$ cat config.mk
export PLATFORM = sky130hd
export DESIGN_NAME = sub_mean
export DESIGN_NICKNAME = d
export VERILOG_FILES = /design/src/rtl/sub_mean.sv
export SDC_FILE = /design/constraint.sdc
export NUM_CORES = 1
export LEC_CHECK = 0
export CORE_UTILIZATION = 49
export DETAILED_ROUTE_END_ITERATION = 16
export PLACE_DENSITY = 0.65
export SYNTH_ARGS = -nofsm -noshare
export SYNTH_HDL_FRONTEND = slang
export SYNTH_SLANG_ARGS = --single-unit
$ cat constraint.sdc
create_clock -name clk -period 8.3 [get_ports clk]
set_input_delay 1.66 -clock clk [delete_from_list [all_inputs] [get_ports clk]]
set_output_delay 1.66 -clock clk [all_outputs]
set_load 0.01 [all_outputs]
$ cat src/rtl/sub_mean.sv
// Windowed DC removal: fills one of two ping-pong banks with 2^LOG2_WIN samples,
// then streams the window back out with its floor mean subtracted and saturated.
module sub_mean #(
    parameter int DATA_WIDTH = 16,
    parameter int LOG2_WIN   = 4
) (
    input  logic                  clk,
    input  logic                  reset,
    input  logic [DATA_WIDTH-1:0] in_data,
    input  logic                  in_valid,
    output logic                  in_ready,
    output logic [DATA_WIDTH-1:0] out_data,
    output logic                  out_valid,
    output logic                  out_last,
    output logic [DATA_WIDTH-1:0] mean_out,
    output logic [1:0]            dbg_state
);
    localparam int N  = 1 << LOG2_WIN;
    localparam int SW = DATA_WIDTH + LOG2_WIN;
    localparam logic [DATA_WIDTH-1:0] MAX_V = {1'b0, {(DATA_WIDTH-1){1'b1}}};
    localparam logic [DATA_WIDTH-1:0] MIN_V = {1'b1, {(DATA_WIDTH-1){1'b0}}};

    typedef enum logic [1:0] {
        IDLE  = 2'd0,
        MEAN  = 2'd1,
        DRAIN = 2'd2
    } state_t;

    state_t                 state;
    logic [DATA_WIDTH-1:0]  mem [2][N];
    logic signed [SW-1:0]   sum [2];
    logic [1:0]             full;
    logic                   fill_sel;
    logic                   drn_sel;
    logic [LOG2_WIN-1:0]    wr_idx;
    logic [LOG2_WIN-1:0]    rd_idx;

    // Handshake: a sample transfers on a rising edge where in_valid && in_ready;
    // the output side has no backpressure, every out_valid cycle is consumed.
    logic                   accept;
    logic signed [SW-1:0]   in_ext;
    logic signed [SW-1:0]   sum_base;
    logic [DATA_WIDTH-1:0]  mean_next;
    logic [DATA_WIDTH-1:0]  rd_data;
    logic [DATA_WIDTH:0]    diff;
    logic [DATA_WIDTH-1:0]  diff_sat;

    assign in_ready  = !full[fill_sel];
    assign accept    = in_valid && in_ready;
    assign in_ext    = {{LOG2_WIN{in_data[DATA_WIDTH-1]}}, in_data};
    assign sum_base  = (wr_idx == '0) ? '0 : sum[fill_sel];
    // Dropping the low LOG2_WIN bits is an arithmetic shift: floor toward -inf.
    assign mean_next = sum[drn_sel][SW-1:LOG2_WIN];
    assign rd_data   = mem[drn_sel][rd_idx];
    assign diff      = {rd_data[DATA_WIDTH-1], rd_data} - {mean_out[DATA_WIDTH-1], mean_out};
    assign dbg_state = state;

    always_comb begin
        diff_sat = diff[DATA_WIDTH-1:0];
        if (diff[DATA_WIDTH] != diff[DATA_WIDTH-1]) begin
            diff_sat = diff[DATA_WIDTH] ? MIN_V : MAX_V;
        end
    end

    always_ff @(posedge clk) begin
        if (accept) begin
            mem[fill_sel][wr_idx] <= in_data;
        end
    end

    always_ff @(posedge clk or posedge reset) begin
        if (reset) begin
            state     <= IDLE;
            sum[0]    <= '0;
            sum[1]    <= '0;
            full      <= '0;
            fill_sel  <= 1'b0;
            drn_sel   <= 1'b0;
            wr_idx    <= '0;
            rd_idx    <= '0;
            out_data  <= '0;
            out_valid <= 1'b0;
            out_last  <= 1'b0;
            mean_out  <= '0;
        end else begin
            if (accept) begin
                sum[fill_sel] <= sum_base + in_ext;
                wr_idx        <= wr_idx + LOG2_WIN'(1);
                if (&wr_idx) begin
                    full[fill_sel] <= 1'b1;
                    fill_sel       <= ~fill_sel;
                end
            end

            out_valid <= 1'b0;
            out_last  <= 1'b0;
            case (state)
                // IDLE folds the mean load into its exit edge so the first
                // output lands two edges after the window's last sample.
                IDLE, MEAN: begin
                    if (state == MEAN || full[drn_sel]) begin
                        mean_out <= mean_next;
                        rd_idx   <= '0;
                        state    <= DRAIN;
                    end
                end
                DRAIN: begin
                    out_valid <= 1'b1;
                    out_data  <= diff_sat;
                    rd_idx    <= rd_idx + LOG2_WIN'(1);
                    if (&rd_idx) begin
                        out_last      <= 1'b1;
                        full[drn_sel] <= 1'b0;
                        drn_sel       <= ~drn_sel;
                        state         <= full[~drn_sel] ? MEAN : IDLE;
                    end
                end
                default: state <= IDLE;
            endcase
        end
    end
endmodule

==> results.cfg, run 1 <==
[clocking]
clk_latency_ns = 0.63
cts_hold_buffers = 0
path_clk_slew_ns = 0.06
clockBufferDepth = 3
root_buffer = clkbuf_16
cts_tree = built
htreeDepth = 2
numCtsBuffers = 60
cts_setup_buffers = 0
cts_resized = 0
cts.sinks = 600

[yosys]
syn_inst = 1469
yosysTopAreaCellShare_pct = 60.35
synth_most_common_cell = edfxtp_1
yosysUniqueCellTypes = 60
ys_ff_latch = 600
synth-edff-count = 512
synth_area_sq_um = 25480
synth_ff_type = edfxtp_1
yosysSeqAreaShare_pct = 68.99
syn-num-nets = 1530
synthArstFlopShare_pct = 14.67
yosys_warnings = 0
ys_top_cells_by_count = edfxtp_1, mux4_2, nor2_1, nand2_1, dfrtp_1
synth_top_area_cell = edfxtp_1
synth.avg_cell_area_sq_um = 17.34
synth_area_leaders = edfxtp_1, mux4_2, dfrtp_1

[outcome]
outcome = finished, final reports clean

[final_layout]
seqCellArea_sq_um = 17590
num-fill-cells = 3924
synthToLayoutAreaGrowth_pct = 13.71
multiInputGateArea_sq_um = 7517
layoutNonFillerInstCount = 2300
layout-drive-gt1-share_pct = 22.67
finish.utilization_pct = 56.47
fin_nets = 1629

[setup_path]
crit_start = drn_sel
r2r_start = drn_sel
reg2reg_depth = 12
critical_path_class = flip-flop to flip-flop
cp_max_fo = 51
worstPathRequired_ns = 8.79
crit_path_end_kind = flip-flop
startpoint_type = flip-flop
arrival_ns = 6.10
worstReg2RegEnd = out_data[0]
r2r_slack_ns = 2.69

[grt]
grt_use_total_pct = 22.92
grt_pass1_vias = 13780
grt_max_degree = 98
grt_pass1_wl_um = 88350
antenna_found_initial = 3
overflow = 0

[sta]
slew_headroom_pct = 16.30
fin_crit_ns = 5.606
drv_slew = 0
min_period_over_period_pct = 67.54
holdWs_ns = 0.4791
timing.fmax_ghz = 0.1784
setup_viol = 0
fin_skew_ns = 0.02632
tns_ns = 0
rsz0062_at_grt = false
hold_viol_final = 0
tightest_slew_ns = 1.256

[hold_path]
worstHoldPathCells = 2
min_from = sum[21]
whs_endpoint = sum[21]
hold_path_class = flip-flop to flip-flop

[floorplanning]
initial_core_util_pct = 49.66
rows = 83
die_w_um = 230.0
die_h_um = 230.0
ios = 56
core-area_sq_um = 51300
die-area_sq_um = 52910

[power_and_ir_drop]
powerDensity_nw_per_um2 = 400.4
leakagePower_nw = 9.744
irDropWorstVdd_mv = 0.3587

[routing]
wl_per_cell_um = 25.69
postRouteAntennaNets = 0
drt-total-wl_um = 59100
drt_pre_antenna_iters = 6
vias = 13640
drcViolationCount = 0
drt-vias-per-instance = 5.930
drt_iter0_drc = 1258

[job]
maxCapViolCount = 0

[placed_design]
place_hpwl_um = 35460
port_buffers = 55
gp_congestion = 0.8784
place_inst = 2186
## registers in the layout, indices dropped and copies added (netlist names)
register,flops
mem,512
sum,40
mean_out,16
out_data,16
rd_idx,4
wr_idx,4
dbg_state,2
full,2
drn_sel,1
fill_sel,1
out_last,1
out_valid,1
## cell type report
class | instances | area share (%)
Antenna cell | 1 | 0.008639
Multi-Input combinational cell | 764 | 25.95
Clock buffer | 72 | 5.373
Inverter | 27 | 0.3585
Timing Repair Buffer | 115 | 3.499
Clock inverter | 41 | 1.158
Sequential cell | 600 | 60.72
Tap cell | 680 | 2.937
## cell families (layout without fill, tap and decap cells)
family	Yosys count	after routing	synth area share [%]
flip-flops	600	600	68.99
AND/OR/NAND/NOR	281	281	4.985
multiplexers	217	217	16.46
AO/OA/AOI/OAI	196	196	4.622
buffers and inverters	105	255	1.852
adder cells (fa/ha/maj)	42	42	2.122
XOR/XNOR	28	28	0.9626
other	0	1	0
## worst max-delay path: stages, from the launching register on
cell,delay [ns]
dfrtp_4,0.92
buf_4,0.89
mux4_2,0.60
mux4_2,0.53
mux2_2,0.29
ha_1,0.39
a21oi_1,0.17
o21ai_0,0.09
a41oi_1,0.33
nor2_1,0.09
a32o_1,0.52
o21ai_1,0.43
o21ai_0,0.15
## metal layers
metal,vias up,wire length [um],global-route usage [%]
li1,6028,-,-
met1,7143,25590,32.77
met2,404,28860,37.04
met3,65,3460,3.447
met4,0,1189,6.084
met5,-,0,0
## through the flow
step	instance area (sq um)	setup slack (ns)	total power [mW]
after global routing	28970	2.218	12.27
after global placement	27070	2.706	8.956
final	28970	2.694	11.60
after floorplan	25480	4.214	7.606
after CTS	28970	2.610	11.65
after detailed placement	27070	2.627	9.028
## power by group
group	switching [mW]	internal, mW	total (mW)
registers	0.372	3.65	4.02
logic	2.74	2.22	4.96
clock network	1.15	1.46	2.62
total	4.26	7.34	11.6
## placed cells by master, fill, tap and decap left out, drive strengths merged, types with 3 or more instances in the layout
master,synthesis,final
edfxtp,512,512
mux4,160,160
nor2,97,97
nand2,91,91
dfrtp,88,88
clkbuf,46,72
o21ai,71,71
buf,32,60
a21oi,58,58
clkdlybuf4s50,0,55
mux2i,41,41
ha,40,40
inv,27,30
clkinv,0,27
nor3,18,18
mux2,16,16
nand3,15,15
xnor2,15,15
xor2,13,13
nand2b,12,12
a21o,10,10
a211oi,9,9
nand4,8,8
o21a,8,8
or3,8,8
clkinvlp,0,7
nor2b,6,6
and2,5,5
nor3b,5,5
a21boi,5,5
nand3b,4,4
a221oi,4,4
o21bai,4,4
bufinv,0,4
o22ai,3,3
o31ai,3,3
a211o,3,3
nor4,3,3
o311ai,3,3
or3b,3,3
## how the worst max path moves through the flow
stage                         to  slack, ns  cells after the start
global placement     out_data[0]       2.71                     12
finish               out_data[0]       2.69                     12
CTS                  out_data[0]       2.61                     12
floorplan           out_data[14]       4.21                     17
global route         out_data[0]       2.22                     12
detailed placement   out_data[0]       2.63                     12
Note: power is estimated with default switching activity, not from simulation.
==> inputs of run 2 (changes only) <==
--- a/config.mk
+++ b/config.mk
@@ -7,7 +7,7 @@
 export LEC_CHECK = 0
 export CORE_UTILIZATION = 49
 export DETAILED_ROUTE_END_ITERATION = 16
-export PLACE_DENSITY = 0.65
+export PLACE_DENSITY = 0.68
 export SYNTH_ARGS = -nofsm -noshare
 export SYNTH_HDL_FRONTEND = slang
 export SYNTH_SLANG_ARGS = --single-unit
==> constraint.sdc (replaced) <==
create_clock -name clk -period 5 [get_ports clk]
set_input_delay 1 -clock clk [delete_from_list [all_inputs] [get_ports clk]]
set_output_delay 1 -clock clk [all_outputs]
set_load 0.01 [all_outputs]
==> results.cfg, run 2 (synthesis results as in run 1) <==
[routing]
drcViolationCount = 0
drt-vias-per-instance = 6.040
drt_iter0_drc = 1306
drt_pre_antenna_iters = 5
drt-total-wl_um = 61250
postRouteAntennaNets = 0
vias = 14000
wl_per_cell_um = 26.42

[clocking]
cts.sinks = 600
numCtsBuffers = 58
htreeDepth = 2
cts_resized = 0
cts_tree = built
clk_latency_ns = 0.62
root_buffer = clkbuf_16
path_clk_slew_ns = 0.06
clockBufferDepth = 3

[final_layout]
top_regs = mem x512, sum x40
top_register = mem
fin_area_sq_um = 29240
num-fill-cells = 3877
layoutNonFillerInstCount = 2318
final_common_cell = edfxtp_1
fin_nets = 1652
finish.utilization_pct = 57.00
final_cell_mix = edfxtp_1, mux4_2, nand2_1
layout-drive-gt1-share_pct = 23.20
antennaDiodeCount = 0
synthToLayoutAreaGrowth_pct = 14.78
largest_reg_flops = 512

[setup_path]
cp_top_family = compound AO/OA/AOI/OAI gates
critPathSlowestCell = dfrtp_4
arrival_ns = 5.10
worstPathRequired_ns = 5.48
worst-path-buf-inv = 2
startpoint_type = flip-flop
cp_max_fo = 28
crit_chain = buf_12 > mux4_2 > mux4_2 > mux2i_1 > ha_1 > inv_1 > fa_1 > a21oi_1 > o22ai_1 > a41oi_1 > nor2_1 > a32o_1 > o21ai_1 > o21ai_0
critical_path_class = flip-flop to flip-flop
crit_path_end_kind = flip-flop
slowest_delay_ns = 0.57
r2r_slack_ns = 0.38
crit_top_cell = mux4_2

[placed_design]
placed_area_sq_um = 27300
place_inst = 2203
port_buffers = 55
gp_congestion = 0.8789
place_hpwl_um = 38570
preCtsSetupSlack_ns = 0.2897

[job]
maxCapViolCount = 0

[sta]
fin_skew_ns = 0.01844
tightest_slew_ns = 1.003
timing.fmax_ghz = 0.2163
setup_viol = 0
holdWs_ns = 0.4719
drv_slew = 0
hold_viol_final = 0
slew_headroom_pct = 33.15
min_period_over_period_pct = 92.46
rsz0062_at_grt = false
fin_crit_ns = 4.623
tns_ns = 0
worst_slack_ns = 0.3771

[power_and_ir_drop]
irDropWorstVdd_mv = 0.3974
powerDensity_nw_per_um2 = 669.8
leakagePower_nw = 9.921
finalPower_mw = 19.59

[grt]
overflow = 0
grt_pass1_vias = 13960
grt_pass1_wl_um = 91340
antenna_found_initial = 3
grt_use_total_pct = 23.75
grt_max_degree = 51

[floorplanning]
die-area_sq_um = 52910
die_h_um = 230.0
rows = 83
ios = 56
core-area_sq_um = 51300
initial_core_util_pct = 49.66
die_w_um = 230.0

[outcome]
outcome = finished, final reports clean

[hold_path]
hold_path_class = flip-flop to flip-flop
[run 2: cell count changes in the layout (fill, tap and decap cells not counted), moves of 3 or more]
cell        previous run  this run
clkinv_2              12        15
clkinvlp_4             7         1
buf_12                 1        11
buf_4                 59        74
bufinv_16              4         7
nor2_1                69        75
nor2_2                28        22
[run 2: final cells by class]
| type | instances | area [sq um] | share of cell area (%) |
|---|---|---|---|
| Multi-Input combinational cell | 764 | 7502 | 25.66 |
| Inverter | 27 | 102.6 | 0.3509 |
| Clock inverter | 36 | 350.3 | 1.198 |
| Tap cell | 680 | 850.8 | 2.910 |
| Clock buffer | 71 | 1521 | 5.203 |
| Timing Repair Buffer | 140 | 1326 | 4.536 |
| Sequential cell | 600 | 17590 | 60.15 |
[run 2: what timing repair did]
action | 4_1_cts | 5_1_grt
buffers inserted | 0 | 8
endpoints found under the setup margin | 0 | 6
hold buffers | 0 | 0
[run 2: worst reg2reg max path: cells and delay by family, from the launching register on]
kind                     cells  cell delay [ns]
AO/OA/AOI/OAI                6             1.65
multiplexers                 3             1.22
adder cells (fa/ha/maj)      2             0.60
flip-flops                   1             0.57
buffers and inverters        2             0.35
AND/OR/NAND/NOR              1             0.10
[run 2: worst paths after layout]
kind	from	endpoint	cells after the start
hold / removal	sum[1]	sum[1]	2
min in group asynchronous	reset	sum[39]	2
setup / recovery	drn_sel	out_data[0]	14
hold reg to reg	sum[1]	sum[1]	2
setup reg to reg	drn_sel	out_data[0]	14
max in group asynchronous	reset	mean_out[4]	3
[run 2: report_power, final]
| part | switching [mW] | total [mW] | internal [mW] |
|---|---|---|---|
| logic | 4.73 | 8.61 | 3.88 |
| clock network | 1.84 | 4.35 | 2.51 |
| registers | 0.560 | 6.62 | 6.06 |
| total | 7.13 | 19.6 | 12.5 |
[run 2: per-layer routing]
metal / up-vias / GRT usage, % / part of all wire, %
li1: 6075 / - / -
met1: 7377 / 34.17 / 43
met2: 455 / 38.32 / 49
met3: 93 / 3.323 / 6.3
met4: 0 / 6.250 / 2.2
met5: - / 0 / 0
==> inputs of run 3 (changes only) <==
--- a/config.mk
+++ b/config.mk
@@ -7,7 +7,8 @@
 export LEC_CHECK = 0
 export CORE_UTILIZATION = 49
 export DETAILED_ROUTE_END_ITERATION = 16
-export PLACE_DENSITY = 0.68
+export GPL_TIMING_DRIVEN = 0
+export PLACE_DENSITY = 0.65
 export SYNTH_ARGS = -nofsm -noshare
 export SYNTH_HDL_FRONTEND = slang
 export SYNTH_SLANG_ARGS = --single-unit
==> constraint.sdc (replaced) <==
create_clock -name clk -period 4.8 [get_ports clk]
set_input_delay 0.96 -clock clk [delete_from_list [all_inputs] [get_ports clk]]
set_output_delay 0.96 -clock clk [all_outputs]
set_load 0.01 [all_outputs]
==> results.cfg, run 3 (synthesis results as in run 1) <==
[setup_path]
startpoint_type = flip-flop
crit_top_cell = mux4_2
slowest_delay_ns = 0.67
arrival_ns = 5.09
crit_start = rd_idx[0]
worstPathRequired_ns = 5.32
critPathSlowestCell = clkbuf_1
r2r_slack_ns = 0.23
reg2reg_depth = 13
worstReg2RegEnd = out_data[13]
cp_top_family = multiplexers
worstSetupPathDepth = 13
r2r_start = rd_idx[0]
critical_path_class = flip-flop to flip-flop
crit_chain = clkbuf_1 > mux4_2 > mux4_2 > mux2_2 > ha_1 > a21oi_2 > o21ai_0 > a311oi_1 > o21ai_1 > xor2_2 > buf_2 > nor2_1 > o31ai_1
crit_path_end_kind = flip-flop
worstSetupEndpoint = out_data[13]
cp_max_fo = 10
worst-path-buf-inv = 2

[power_and_ir_drop]
finalPower_mw = 20.89
p_seq_share_pct = 31.8
clkPwrFrac_pct = 22.8
leakagePower_nw = 9.957
intPower_mw = 13.15
irDropWorstVdd_mv = 0.6320
powerDensity_nw_per_um2 = 709.3
power.share.switching_pct = 37.08
p_comb_share_pct = 45.3
power.switching_mw = 7.747

[sta]
worst_slack_ns = 0.2288
tightest_slew_ns = 1.315
tns_ns = 0
drv_slew = 0
holdWs_ns = 0.4853
fin_skew_ns = 0.01154
timing.fmax_ghz = 0.2188
hold_viol_final = 0
fin_crit_ns = 4.571
min_period_over_period_pct = 95.23
slew_headroom_pct = 12.05
setup_viol = 0

[final_layout]
layout-drive-gt1-share_pct = 23.52
fin_area_sq_um = 29450
final_cell_mix = edfxtp_1, mux4_2, nand2_1
top_regs = mem x512, sum x40
finish.utilization_pct = 57.41
top_register = mem
synthToLayoutAreaGrowth_pct = 15.62
largest_reg_flops = 512
layoutNonFillerInstCount = 2349
final_common_cell = edfxtp_1
num-fill-cells = 3914
fin_nets = 1677

[placed_design]
place_inst = 2234
port_buffers = 55
gp_congestion = 0.8943
place_hpwl_um = 42200
preCtsSetupSlack_ns = -0.6598
placed_area_sq_um = 27400

[job]
maxCapViolCount = 0

[routing]
drt-vias-per-instance = 5.978
drcViolationCount = 0
postRouteAntennaNets = 0
drt_iter0_drc = 1300
drt_pre_antenna_iters = 5
vias = 14040
drt-total-wl_um = 61580
wl_per_cell_um = 26.22

[grt]
grt_pass1_vias = 14040
grt_pass1_wl_um = 90990
overflow = 0
grt_use_total_pct = 23.80
antenna_found_initial = 1
grt_max_degree = 68

[clocking]
clockBufferDepth = 3
cts.sinks = 600
clk_latency_ns = 0.62
cts_tree = built
root_buffer = clkbuf_16
htreeDepth = 2
path_clk_slew_ns = 0.06
numCtsBuffers = 60

[floorplanning]
ios = 56
rows = 83
core-area_sq_um = 51300
die_w_um = 230.0
die-area_sq_um = 52910
die_h_um = 230.0
initial_core_util_pct = 49.66

[hold_path]
hold_path_class = flip-flop to flip-flop

[outcome]
outcome = finished, final reports clean
## run 3: layout make-up
class | instances | area [sq um] | area share [%]
diodes | 2 | 5.005 | 0.01699
plain buffers | 77 | 410.4 | 1.393
clock buffers | 74 | 1595 | 5.416
clock inverters | 39 | 412.9 | 1.402
inverters | 27 | 103.9 | 0.3526
multi-input cells | 764 | 7548 | 25.63
flip-flops and latches | 600 | 17580 | 59.68
well taps | 680 | 850.8 | 2.889
repair buffers | 86 | 949.7 | 3.224
## run 3: how the worst min path moves through the flow
stage,from,end,slack [ns],depth (start not counted)
2_1_floorplan,sum[20],sum[20],0.45,2
6_report,sum[3],sum[3],0.49,2
5_1_grt,out_data[0],out_data[0],0.51,2
3_5_place_dp,sum[1],sum[1],0.47,2
3_3_place_gp,sum[1],sum[1],0.46,2
4_1_cts,sum[1],sum[1],0.49,2
## run 3: power by group through the flow
stage / clock (mW) / sequential, mW / combinational (mW)
finish: 4.77 / 6.65 / 9.47
CTS: 4.84 / 6.65 / 9.41
global route: 5.03 / 6.70 / 10.2
global placement: 0 / 6.73 / 9.11
floorplan: 0 / 6.70 / 6.45
detailed placement: 0 / 6.75 / 9.31
## run 3: worst min-delay path: stages (launching register included)
cell and delay, ns:
dfrtp_1 0.34, nand2_1 0.04, o21ai_0 0.06
## run 3: what timing repair did
item | CTS | global route
hold buffers | 0 | 0
endpoints found under the setup margin | 16 | 15
hold endpoints to repair | 0 | 0
resized for setup | 19 | 17
pin swaps | 0 | 1
buffers inserted | 0 | 1
## run 3: metal layers
layer	global-route usage [%]	vias to the layer above	part of all wire, %
met3	4.043	86	6.4
met5	0	-	0
li1	-	6133	-
met1	33.32	7348	43
met2	38.56	476	48
met4	6.995	0	2.9
